File: src/rtl/alu_operand_sequencer_if.sv
// Instruction handshake bundle between an instruction source and
// alu_operand_sequencer.
//
//   instr_valid  source -> sequencer  instr is valid; held stable until accepted
//   instr        source -> sequencer  [7:4] opcode, [3] dst (0=A, 1=B), [2:0] unused
//   instr_ready  sequencer -> source  sequencer can accept this cycle
//
// The master modport is the instruction source, and the slave modport is the sequencer.
interface alu_operand_sequencer_if;
    logic       instr_valid;
    logic [7:0] instr;
    logic       instr_ready;

    modport master (
        output instr_valid,
        output instr,
        input  instr_ready
    );

    modport slave (
        input  instr_valid,
        input  instr,
        output instr_ready
    );
endinterface

File: src/rtl/alu_operand_sequencer.sv
// alu_operand_sequencer
// Multi-cycle control FSM for the 8-bit A/B register + ALU datapath. The block
// accepts one instruction per valid/ready handshake. It drives the ALU operand
// selects, the ALU op and the A/B register load enables. It also keeps a
// registered zero flag for the last instruction that wrote a register.
//
// Ports
//   clk          in   clock, rising edge
//   rst_n        in   asynchronous active-low reset
//   in_if        slave modport of alu_operand_sequencer_if (valid/instr/ready)
//   alu_zero     in   ALU result == 0, combinational from the datapath
//   sel_a/sel_b  out  operand select: 00 regA, 01 regB, 10 zero, 11 0xFF
//   alu_op       out  000 ADD, 001 SUB (a-b), 010 AND, 011 OR, 100 XOR
//   load_a/b     out  write the ALU result into regA/regB at this edge
//   busy         out  state != IDLE
//   done         out  1-cycle pulse in the final execute cycle
//   err          out  1-cycle pulse (with done) for an illegal opcode
//   flag_z       out  zero flag of the last writing instruction
//
// Build option: SEQ_PIPELINE_EN. When it is defined, the block also accepts an
// instruction in EXEC. Back-to-back instructions then run at one per cycle.
//
// state | meaning
// ------+-------------------------------------------------------------
// IDLE  | waiting for an instruction; outputs at their reset values
// EXEC  | single execute cycle (also the third XOR step of SWAP); done=1
// SWAP1 | SWAP step 1: A <= A ^ B
// SWAP2 | SWAP step 2: B <= A ^ B
module alu_operand_sequencer (
    input  logic                         clk,
    input  logic                         rst_n,
    alu_operand_sequencer_if.slave       in_if,
    input  logic                         alu_zero,
    output logic [1:0]                   sel_a,
    output logic [1:0]                   sel_b,
    output logic [2:0]                   alu_op,
    output logic                         load_a,
    output logic                         load_b,
    output logic                         busy,
    output logic                         done,
    output logic                         err,
    output logic                         flag_z
);

    typedef enum logic [1:0] {
        IDLE  = 2'd0,
        EXEC  = 2'd1,
        SWAP1 = 2'd2,
        SWAP2 = 2'd3
    } state_t;

    localparam logic [1:0] SEL_A    = 2'b00;
    localparam logic [1:0] SEL_B    = 2'b01;
    localparam logic [1:0] SEL_ZERO = 2'b10;
    localparam logic [1:0] SEL_ONES = 2'b11;

    localparam logic [2:0] OP_ADD = 3'b000;
    localparam logic [2:0] OP_SUB = 3'b001;
    localparam logic [2:0] OP_AND = 3'b010;
    localparam logic [2:0] OP_OR  = 3'b011;
    localparam logic [2:0] OP_XOR = 3'b100;

    localparam logic [3:0] OPC_NOP  = 4'h0;
    localparam logic [3:0] OPC_MOV  = 4'h1;
    localparam logic [3:0] OPC_CLR  = 4'h2;
    localparam logic [3:0] OPC_SET  = 4'h3;
    localparam logic [3:0] OPC_ADD  = 4'h4;
    localparam logic [3:0] OPC_SUB  = 4'h5;
    localparam logic [3:0] OPC_AND  = 4'h6;
    localparam logic [3:0] OPC_OR   = 4'h7;
    localparam logic [3:0] OPC_XOR  = 4'h8;
    localparam logic [3:0] OPC_NOT  = 4'h9;
    localparam logic [3:0] OPC_DEC  = 4'hA;
    localparam logic [3:0] OPC_INC  = 4'hB;
    localparam logic [3:0] OPC_SWAP = 4'hC;

    state_t     state, state_nxt;
    logic [3:0] opc_q;
    logic       dst_q;
    logic       ready;
    logic       accept;
    logic       wr_dst;
    logic [1:0] sel_dst;
    logic [1:0] sel_oth;
    logic       unused_instr_bits;

    assign unused_instr_bits = ^in_if.instr[2:0];

    // Only the state decides whether the block is ready. This means no instr
    // value can reach an output in the same cycle.
`ifdef SEQ_PIPELINE_EN
    assign ready = (state == IDLE) || (state == EXEC);
`else
    assign ready = (state == IDLE);
`endif

    assign in_if.instr_ready = ready;
    assign accept            = in_if.instr_valid & ready;
    assign busy              = (state != IDLE);

    // Operand codes for the destination register and the other register.
    assign sel_dst = dst_q ? SEL_B : SEL_A;
    assign sel_oth = dst_q ? SEL_A : SEL_B;

    always_ff @(posedge clk or negedge rst_n) begin
        if (!rst_n) begin
            state  <= IDLE;
            opc_q  <= OPC_NOP;
            dst_q  <= 1'b0;
            flag_z <= 1'b0;
        end else begin
            state <= state_nxt;
            if (accept) begin
                opc_q <= in_if.instr[7:4];
                dst_q <= in_if.instr[3];
            end
            if (load_a | load_b) begin
                flag_z <= alu_zero;
            end
        end
    end

    always_comb begin
        state_nxt = state;
        sel_a     = SEL_ZERO;
        sel_b     = SEL_ZERO;
        alu_op    = OP_ADD;
        load_a    = 1'b0;
        load_b    = 1'b0;
        done      = 1'b0;
        err       = 1'b0;
        wr_dst    = 1'b0;

        case (state)
            IDLE: begin
                if (accept) begin
                    state_nxt = (in_if.instr[7:4] == OPC_SWAP) ? SWAP1 : EXEC;
                end
            end

            SWAP1: begin
                sel_a     = SEL_A;
                sel_b     = SEL_B;
                alu_op    = OP_XOR;
                load_a    = 1'b1;
                state_nxt = SWAP2;
            end

            SWAP2: begin
                sel_a     = SEL_A;
                sel_b     = SEL_B;
                alu_op    = OP_XOR;
                load_b    = 1'b1;
                state_nxt = EXEC;
            end

            EXEC: begin
                done      = 1'b1;
                state_nxt = IDLE;
`ifdef SEQ_PIPELINE_EN
                if (accept) begin
                    state_nxt = (in_if.instr[7:4] == OPC_SWAP) ? SWAP1 : EXEC;
                end
`endif
                case (opc_q)
                    OPC_NOP: begin
                    end
                    OPC_MOV: begin
                        sel_a  = sel_oth;
                        sel_b  = SEL_ZERO;
                        wr_dst = 1'b1;
                    end
                    OPC_CLR: begin
                        wr_dst = 1'b1;
                    end
                    OPC_SET: begin
                        sel_a  = SEL_ONES;
                        wr_dst = 1'b1;
                    end
                    OPC_ADD, OPC_SUB, OPC_AND, OPC_OR, OPC_XOR: begin
                        sel_a  = SEL_A;
                        sel_b  = SEL_B;
                        wr_dst = 1'b1;
                        case (opc_q)
                            OPC_SUB: alu_op = OP_SUB;
                            OPC_AND: alu_op = OP_AND;
                            OPC_OR:  alu_op = OP_OR;
                            OPC_XOR: alu_op = OP_XOR;
                            default: alu_op = OP_ADD;
                        endcase
                    end
                    OPC_NOT: begin
                        sel_a  = sel_dst;
                        sel_b  = SEL_ONES;
                        alu_op = OP_XOR;
                        wr_dst = 1'b1;
                    end
                    OPC_DEC: begin
                        // D + 0xFF is D - 1 modulo 256.
                        sel_a  = sel_dst;
                        sel_b  = SEL_ONES;
                        alu_op = OP_ADD;
                        wr_dst = 1'b1;
                    end
                    OPC_INC: begin
                        // D - 0xFF is D + 1 modulo 256.
                        sel_a  = sel_dst;
                        sel_b  = SEL_ONES;
                        alu_op = OP_SUB;
                        wr_dst = 1'b1;
                    end
                    OPC_SWAP: begin
                        // This is the third XOR step of SWAP. It always writes A,
                        // whatever the dst bit is.
                        sel_a  = SEL_A;
                        sel_b  = SEL_B;
                        alu_op = OP_XOR;
                        load_a = 1'b1;
                    end
                    default: begin
                        err = 1'b1;
                    end
                endcase
                if (wr_dst) begin
                    load_a = ~dst_q;
                    load_b = dst_q;
                end
            end

            default: begin
                state_nxt = IDLE;
            end
        endcase
    end

endmodule
File: src/flat_wrapper.sv
// flat-port wrapper written by rule: the top's interface ports become plain ports
module alu_operand_sequencer_flat 
  (clk, rst_n, alu_zero, sel_a, sel_b, alu_op, load_a, load_b, busy, done, err, flag_z, in_if_instr_valid, in_if_instr, in_if_instr_ready);
  alu_operand_sequencer_if in_if_i ();
  input  logic clk;
  input  logic rst_n;
  input  logic alu_zero;
  output logic [1:0] sel_a;
  output logic [1:0] sel_b;
  output logic [2:0] alu_op;
  output logic load_a;
  output logic load_b;
  output logic busy;
  output logic done;
  output logic err;
  output logic flag_z;
  input wire logic [$bits(in_if_i.instr_valid)-1:0] in_if_instr_valid;
  input wire logic [$bits(in_if_i.instr)-1:0] in_if_instr;
  output wire logic [$bits(in_if_i.instr_ready)-1:0] in_if_instr_ready;
  assign in_if_i.instr_valid = in_if_instr_valid;
  assign in_if_i.instr = in_if_instr;
  assign in_if_instr_ready = in_if_i.instr_ready;
  alu_operand_sequencer u_core (.clk(clk), .rst_n(rst_n), .in_if(in_if_i), .alu_zero(alu_zero), .sel_a(sel_a), .sel_b(sel_b), .alu_op(alu_op), .load_a(load_a), .load_b(load_b), .busy(busy), .done(done), .err(err), .flag_z(flag_z));
endmodule
File: config.mk
export PLATFORM = sky130hd
export DESIGN_NAME = alu_operand_sequencer_flat
export DESIGN_NICKNAME = d
export VERILOG_FILES = /design/src/rtl/alu_operand_sequencer_if.sv /design/src/rtl/alu_operand_sequencer.sv /design/src/flat_wrapper.sv
export SDC_FILE = /design/constraint.sdc
export NUM_CORES = 1
export LEC_CHECK = 0
export BUFFER_PORTS_ARGS = -buffer_cell sky130_fd_sc_hd__buf_4
export CAP_MARGIN = 10
export CORE_UTILIZATION = 48
export CTS_BUF_LIST = sky130_fd_sc_hd__clkbuf_16
export DETAILED_ROUTE_END_ITERATION = 10
export GPL_ROUTABILITY_DRIVEN = 0
export PLACE_DENSITY_LB_ADDON = 0.25
export SYNTH_ARGS = -nofsm -noshare
export SYNTH_HDL_FRONTEND = slang
export SYNTH_SLANG_ARGS = --single-unit
File: constraint.sdc
create_clock -name clk -period 1.9 [get_ports clk]
set_clock_uncertainty 0.2 [all_clocks]
set_input_delay 0.095 -clock clk [delete_from_list [all_inputs] [get_ports clk]]
set_output_delay 0.095 -clock clk [all_outputs]
set_load 0.01 [all_outputs]
==> results of run 1 <==
timing repair:
action                                  4_1_cts  5_1_grt
gates resized for setup                       7       11
hold endpoints to repair                     14        0
endpoints found under the setup margin        4        6
pin swaps                                     0        2
hold buffers                                  7        0
buffers inserted                              2        1
kinds of logic (layout without fill, tap and decap cells):
family	count (synthesis)	count (layout)	share of synthesized area
compound gates	20	20	0.2723
fa+ha+maj	4	4	0.06981
flops	8	8	0.2792
simple gates	24	24	0.1728
xor+xnor	1	1	0.01222
buf+inv	11	44	0.09946
mux	6	6	0.09423
registers in the layout (all words and copies together), names as in the netlist:
signal	cells
u_core.flag_z	1
u_core.dst_q	1
u_core.opc_q	4
u_core.state	2
synth_stat cells:
library cell / n / area [µm²]
nor2_1: 7 / 26.28
o21a_1: 2 / 15.01
o41ai_2: 1 / 16.27
dfrtp_1: 8 / 200.2
a221o_1: 1 / 10.01
a211oi_1: 1 / 7.510
and2_1: 1 / 6.260
o32ai_1: 1 / 8.760
a21bo_2: 1 / 10.01
nand3_1: 1 / 5.000
ha_1: 4 / 50.05
nor4_2: 1 / 12.51
o211ai_1: 1 / 7.510
a21oi_1: 1 / 5.000
and4_1: 1 / 8.760
and2_2: 1 / 7.510
o211a_4: 1 / 17.52
a21boi_2: 1 / 11.26
inv_1: 6 / 22.52
clkbuf_1: 1 / 3.750
nor3_1: 1 / 5.000
o32ai_2: 1 / 16.27
or2_1: 1 / 6.260
o22ai_1: 2 / 12.51
nor3b_1: 1 / 7.510
a31oi_1: 1 / 6.260
nand2b_1: 1 / 6.260
xnor2_1: 1 / 8.760
o21ai_0: 3 / 15.01
o221ai_1: 1 / 8.760
buf_6: 4 / 45.04
nand2_1: 7 / 26.28
mux2_2: 6 / 67.56
nor4_1: 1 / 6.260
o41ai_4: 1 / 27.53
metal layers:
metal  part of all wire  global-route usage  wire [µm]  up-vias
li1                   -                   -          -      336
met1               0.44              0.3142        817      324
met2               0.51              0.4286        936       19
met3              0.029             0.04891         54        5
met4              0.018              0.1250         34        0
met5                  0                   0          0        -
critical path: cells and delay by family (launching register included):
| kind | cells | cell delay [ns] |
|---|---|---|
| flops | 1 | 0.62 |
| compound gates | 2 | 0.54 |
| buf+inv | 1 | 0.18 |
metrics by stage:
stage / utilization / cell area [µm²] / instances / total power, mW
floorplan: - / 716.9 / 74 / 1.301
global route: 0.8202 / 1107 / 122 / 2.446
global placement: 0.6478 / 874.6 / 109 / 1.633
detailed placement: 0.6478 / 874.6 / 109 / 1.666
CTS: 0.7831 / 1057 / 121 / 2.123
finish: 0.8202 / 1107 / 122 / 2.296
worst paths after layout:
path,end,start,slack (ns),cells past startpoint
worst max-delay path,load_a,u_core.opc_q[2],0.03,3
worst min-delay path,u_core.flag_z,rst_n,0.03,2
worst max register to register,u_core.flag_z,u_core.state[1],0.17,6
worst min register to register,u_core.dst_q,u_core.dst_q,0.36,1
max in group asynchronous,u_core.opc_q[3],rst_n,1.33,2
min in group clk,u_core.state[1],in_if_instr_valid,0.04,3
power groups by stage:
stage          clock (mW)  sequential (mW)  combinational [mW]
6_report            0.351            0.455                1.49
5_1_grt             0.365            0.468                1.61
2_1_floorplan           0            0.337               0.964
3_5_place_dp            0            0.435                1.23
3_3_place_gp            0            0.427                1.21
4_1_cts             0.357            0.442                1.32
cells in the final DEF (no fill, tap or decap), types with 2 or more instances in the layout:
cell type / instances
inv_2: 3
o21ai_0: 2
nor4_2: 2
o32ai_2: 2
nor2_1: 7
dlygate4sd3_1: 7
o21a_1: 2
ha_4: 2
buf_4: 28
mux2_2: 6
dfrtp_1: 7
nand2_1: 5
inv_1: 3
clkbuf_16: 3
final cells by class:
cell class,instances,area share
Clock buffer,3,0.06780
Inverter,6,0.02034
Tap cell,15,0.01695
Timing Repair Buffer,35,0.2531
Sequential cell,8,0.1819
Multi-Input combinational cell,55,0.4599
==> impl_metrics.py, run 1 <==
metrics = {
    "status": {
        "status": "finished clean",
    },
    "global_routing": {
        "grt_pass1_vias": 622,
        "grt_overflow": 0,
        "grtUsageTotal": 0.2568,
        "antenna_found_initial": 0,
        "grt_max_degree": 17,
        "grt_pass1_wl_mm": 2.718,
    },
    "sta": {
        "hold_ws_ns": 0.03196,
        "fin_crit_ns": 1.871,
        "fmax_mhz": 534.4,
        "finalSetupViolCount": 0,
        "fin_tns_setup_ns": 0,
        "drv_slew": 0,
        "setup_slack_ns": 0.02886,
        "worst_pin_slew_ns": 0.4682,
        "hold_viol_final": 0,
        "rsz0062_at_grt": "true",
        "finalCritPeriodShare": 0.9848,
        "slew_headroom": 0.6878,
    },
    "layout": {
        "syn_to_final_growth_pct": 54.45,
        "multi_input_area_um2": 509.2,
        "n_antenna_cell": 0,
        "layout.nets": 125,
        "final_layout_size_suffix_gt1_frac": 0.5514,
        "fillers": 87,
        "seq_area_um2": 201.4,
    },
    "floorplanning": {
        "die_area_mm2": 0.001652,
        "core_mm2": 0.001350,
        "io_pins": 26,
        "rows": 13,
        "fp.dieH_um": 40.65,
        "start_util": 0.5310,
        "die_w_um": 40.65,
    },
    "cts": {
        "clock_sinks": 8,
        "cts_made_buffers": 3,
        "cts_tree": "built",
        "htree_levels": 1,
        "root_buffer": "clkbuf_16",
        "clock_latency_ns": 0.23,
        "cts.reportedPaths.clkPinSlew_ns": 0.04,
        "clockBufferDepth": 2,
    },
    "min_path": {
        "min_path_type": "in2async",
    },
    "yosys": {
        "syn-instance-count": 74,
        "netlist_area_um2": 716.9,
        "syn-num-nets": 90,
        "ys_seq_elements": 8,
        "ys_warn_count": 0,
        "synth_area_per_cell_um2": 9.688,
        "synth_cell_types": 35,
        "synth_seq_area_share": 0.2792,
    },
    "power_and_ir_drop": {
        "switching_share": 0.4198,
        "power.internal_mw": 1.332,
        "p_sw_mw": 0.9640,
        "p_clk_frac": 0.153,
        "power.density_mw_per_mm2": 2074,
        "combPwrFrac": 0.649,
        "p_leak_nw": 0.4925,
        "seqPwrFrac": 0.198,
        "peakVddDrop_uv": 1446,
    },
    "worst_setup_path": {
        "end_kind": "primary output",
        "slowest_stage": "dfrtp_1",
        "worst-setup-path-type": "reg2out",
        "required_ns": 1.60,
        "start_kind": "register",
        "crit_fanout": 12,
        "path_cells": "a21boi_2, o41ai_4, buf_4",
        "slowest_delay_ns": 0.62,
        "arrival_ns": 1.58,
    },
    "drt": {
        "wl_per_cell_um": 15.10,
        "via_count": 684,
        "routed_via_density": 5.607,
        "ant_nets": 0,
        "drc": 0,
        "firstDrtPassIters": 4,
        "drt_iter0_drc": 12,
        "wl_mm": 1.842,
    },
    "place": {
        "io_buffers": 22,
        "dp_hpwl_mm": 1.183,
        "place_ws_ns": 0.1068,
    },
    "run": {
        "max-cap-violations": 0,
    },
}
(Power assumes the default switching activity.)
==> run 2, diff against run 1 <==
--- a/config.mk
+++ b/config.mk
@@ -9,6 +9,7 @@
 export CAP_MARGIN = 10
 export CORE_UTILIZATION = 48
 export CTS_BUF_LIST = sky130_fd_sc_hd__clkbuf_16
+export CTS_CLUSTER_DIAMETER = 120
 export DETAILED_ROUTE_END_ITERATION = 10
 export GPL_ROUTABILITY_DRIVEN = 0
 export PLACE_DENSITY_LB_ADDON = 0.25
==> constraint.sdc (replaced) <==
create_clock -name clk -period 1.94 [get_ports clk]
set_clock_uncertainty 0.2 [all_clocks]
set_input_delay 0.097 -clock clk [delete_from_list [all_inputs] [get_ports clk]]
set_output_delay 0.097 -clock clk [all_outputs]
set_load 0.01 [all_outputs]
==> impl_metrics.py, run 2 (same netlist as run 1, synthesis figures left out) <==
metrics = {
    "status": {
        "status": "finished clean",
    },
    "drt": {
        "drt_iter0_drc": 19,
        "wl_mm": 1.939,
        "via_count": 682,
        "firstDrtPassIters": 4,
        "drc": 0,
        "wl_per_cell_um": 16.16,
        "ant_nets": 0,
        "routed_via_density": 5.683,
    },
    "floorplanning": {
        "core_mm2": 0.001350,
        "fp.dieH_um": 40.65,
        "rows": 13,
        "start_util": 0.5310,
        "die_area_mm2": 0.001652,
        "die_w_um": 40.65,
        "io_pins": 26,
    },
    "cts": {
        "cts_made_buffers": 3,
        "cts_tree": "built",
        "clock_latency_ns": 0.23,
        "cts.reportedPaths.clkPinSlew_ns": 0.04,
        "clock_sinks": 8,
        "htree_levels": 1,
        "root_buffer": "clkbuf_16",
        "clockBufferDepth": 2,
    },
    "worst_setup_path": {
        "worst-setup-path-type": "reg2out",
        "arrival_ns": 1.60,
        "start_kind": "register",
        "ff2ff_setup_slack_ns": 0.14,
        "end_kind": "primary output",
        "required_ns": 1.64,
        "crit_fanout": 5,
    },
    "sta": {
        "fin_tns_setup_ns": 0,
        "hold_ws_ns": 0.03638,
        "hold_viol_final": 0,
        "slew_headroom": 0.6961,
        "worst_pin_slew_ns": 0.4559,
        "drv_slew": 0,
        "finalCritPeriodShare": 0.9775,
        "setup_slack_ns": 0.04374,
        "fmax_mhz": 527.4,
        "rsz0062_at_grt": "true",
        "fin_crit_ns": 1.896,
        "finalSetupViolCount": 0,
    },
    "run": {
        "max-cap-violations": 0,
    },
    "layout": {
        "final_layout_size_suffix_gt1_frac": 0.4857,
        "syn_to_final_growth_pct": 49.39,
        "final_cell_mix": "buf_4, nor2_1, dlygate4sd3_1, mux2_2, nand2_1",
        "reg_top3": "u_core.opc_q: 4 flops, u_core.state: 2 flops",
        "multi_input_area_um2": 485.5,
        "fin_util": 0.7933,
        "fillers": 85,
        "n_antenna_cell": 0,
        "largest_reg_flops": 4,
        "final_common_cell": "buf_4",
        "layout.nets": 123,
        "top_register": "u_core.opc_q",
        "seq_area_um2": 203.9,
    },
    "place": {
        "dp_hpwl_mm": 1.166,
        "place_ws_ns": 0.1402,
        "io_buffers": 22,
    },
    "min_path": {
        "min_path_type": "in2async",
    },
    "power_and_ir_drop": {
        "p_leak_nw": 0.4737,
        "p_total_mw": 2.147,
        "power.density_mw_per_mm2": 2005,
        "peakVddDrop_uv": 1317,
    },
    "global_routing": {
        "grt_pass1_vias": 620,
        "grt_overflow": 0,
        "grt_pass1_wl_mm": 2.780,
        "antenna_found_initial": 0,
        "grtUsageTotal": 0.2652,
        "grt_max_degree": 17,
    },
}
==> run 2: cell types whose count changed in the layout (fill, tap and decap cells not counted), moves of 2 or more <==
| cell | delta |
|---|---|
| inv_2 | -2 |
| ha_1 | +2 |
| dfrtp_1 | -2 |
| buf_4 | -2 |
| inv_1 | +2 |
| dfrtp_2 | +2 |
==> run 2: worst max-delay path: stages, from the launching register on <==
cell     delay, ns
dfrtp_2       0.41
inv_1         0.08
ha_1          0.24
inv_2         0.10
nand2_2       0.10
o32ai_2       0.28
buf_4         0.16
==> run 2: power by group <==
group / leakage [nW] / internal, mW / total, mW / switching [mW]
sequential: 0.0927 / 0.260 / 0.472 / 0.212
clock: 0.0370 / 0.265 / 0.341 / 0.0760
combinational: 0.344 / 0.692 / 1.33 / 0.642
total: 0.474 / 1.22 / 2.15 / 0.930
==> run 2: worst paths after layout <==
check,from,endpoint,cells past startpoint
max,u_core.state[0],sel_b[0],6
min,rst_n,u_core.opc_q[0],2
max reg2reg,u_core.state[0],u_core.state[0],6
min reg2reg,u_core.dst_q,u_core.dst_q,1
max in group asynchronous,rst_n,u_core.opc_q[2],2
min in group clk,in_if_instr_valid,u_core.state[1],3
==> run 2: metrics by stage <==
| stage | std cells | instance area, µm² |
|---|---|---|
| global placement | 109 | 874.6 |
| global route | 120 | 1071 |
| finish | 120 | 1071 |
| CTS | 119 | 1039 |
| floorplan | 74 | 716.9 |
| detailed placement | 109 | 874.6 |
==> run 2: routing by layer <==
metal  track usage  wire length, µm
met5             0                0
met2        0.4563              945
met4        0.1000               27
met3       0.03261               71
met1        0.3368              895
==> run 2: final cells by class <==
type	instances	share of cell area
Clock buffer	3	0.07009
Inverter	6	0.02103
Multi-Input combinational cell	55	0.4533
Sequential cell	8	0.1904
Tap cell	15	0.01752
Timing Repair Buffer	33	0.2477
==> run 2: repair_timing <==
action                     in CTS  in global routing
hold endpoints to repair       14                  0
buffers inserted                0                  1
hold buffers                    7                  0
setup endpoints to repair       4                  7
cloned                          0                  0
gates resized for setup         4                  6
pin swaps                       0                  0
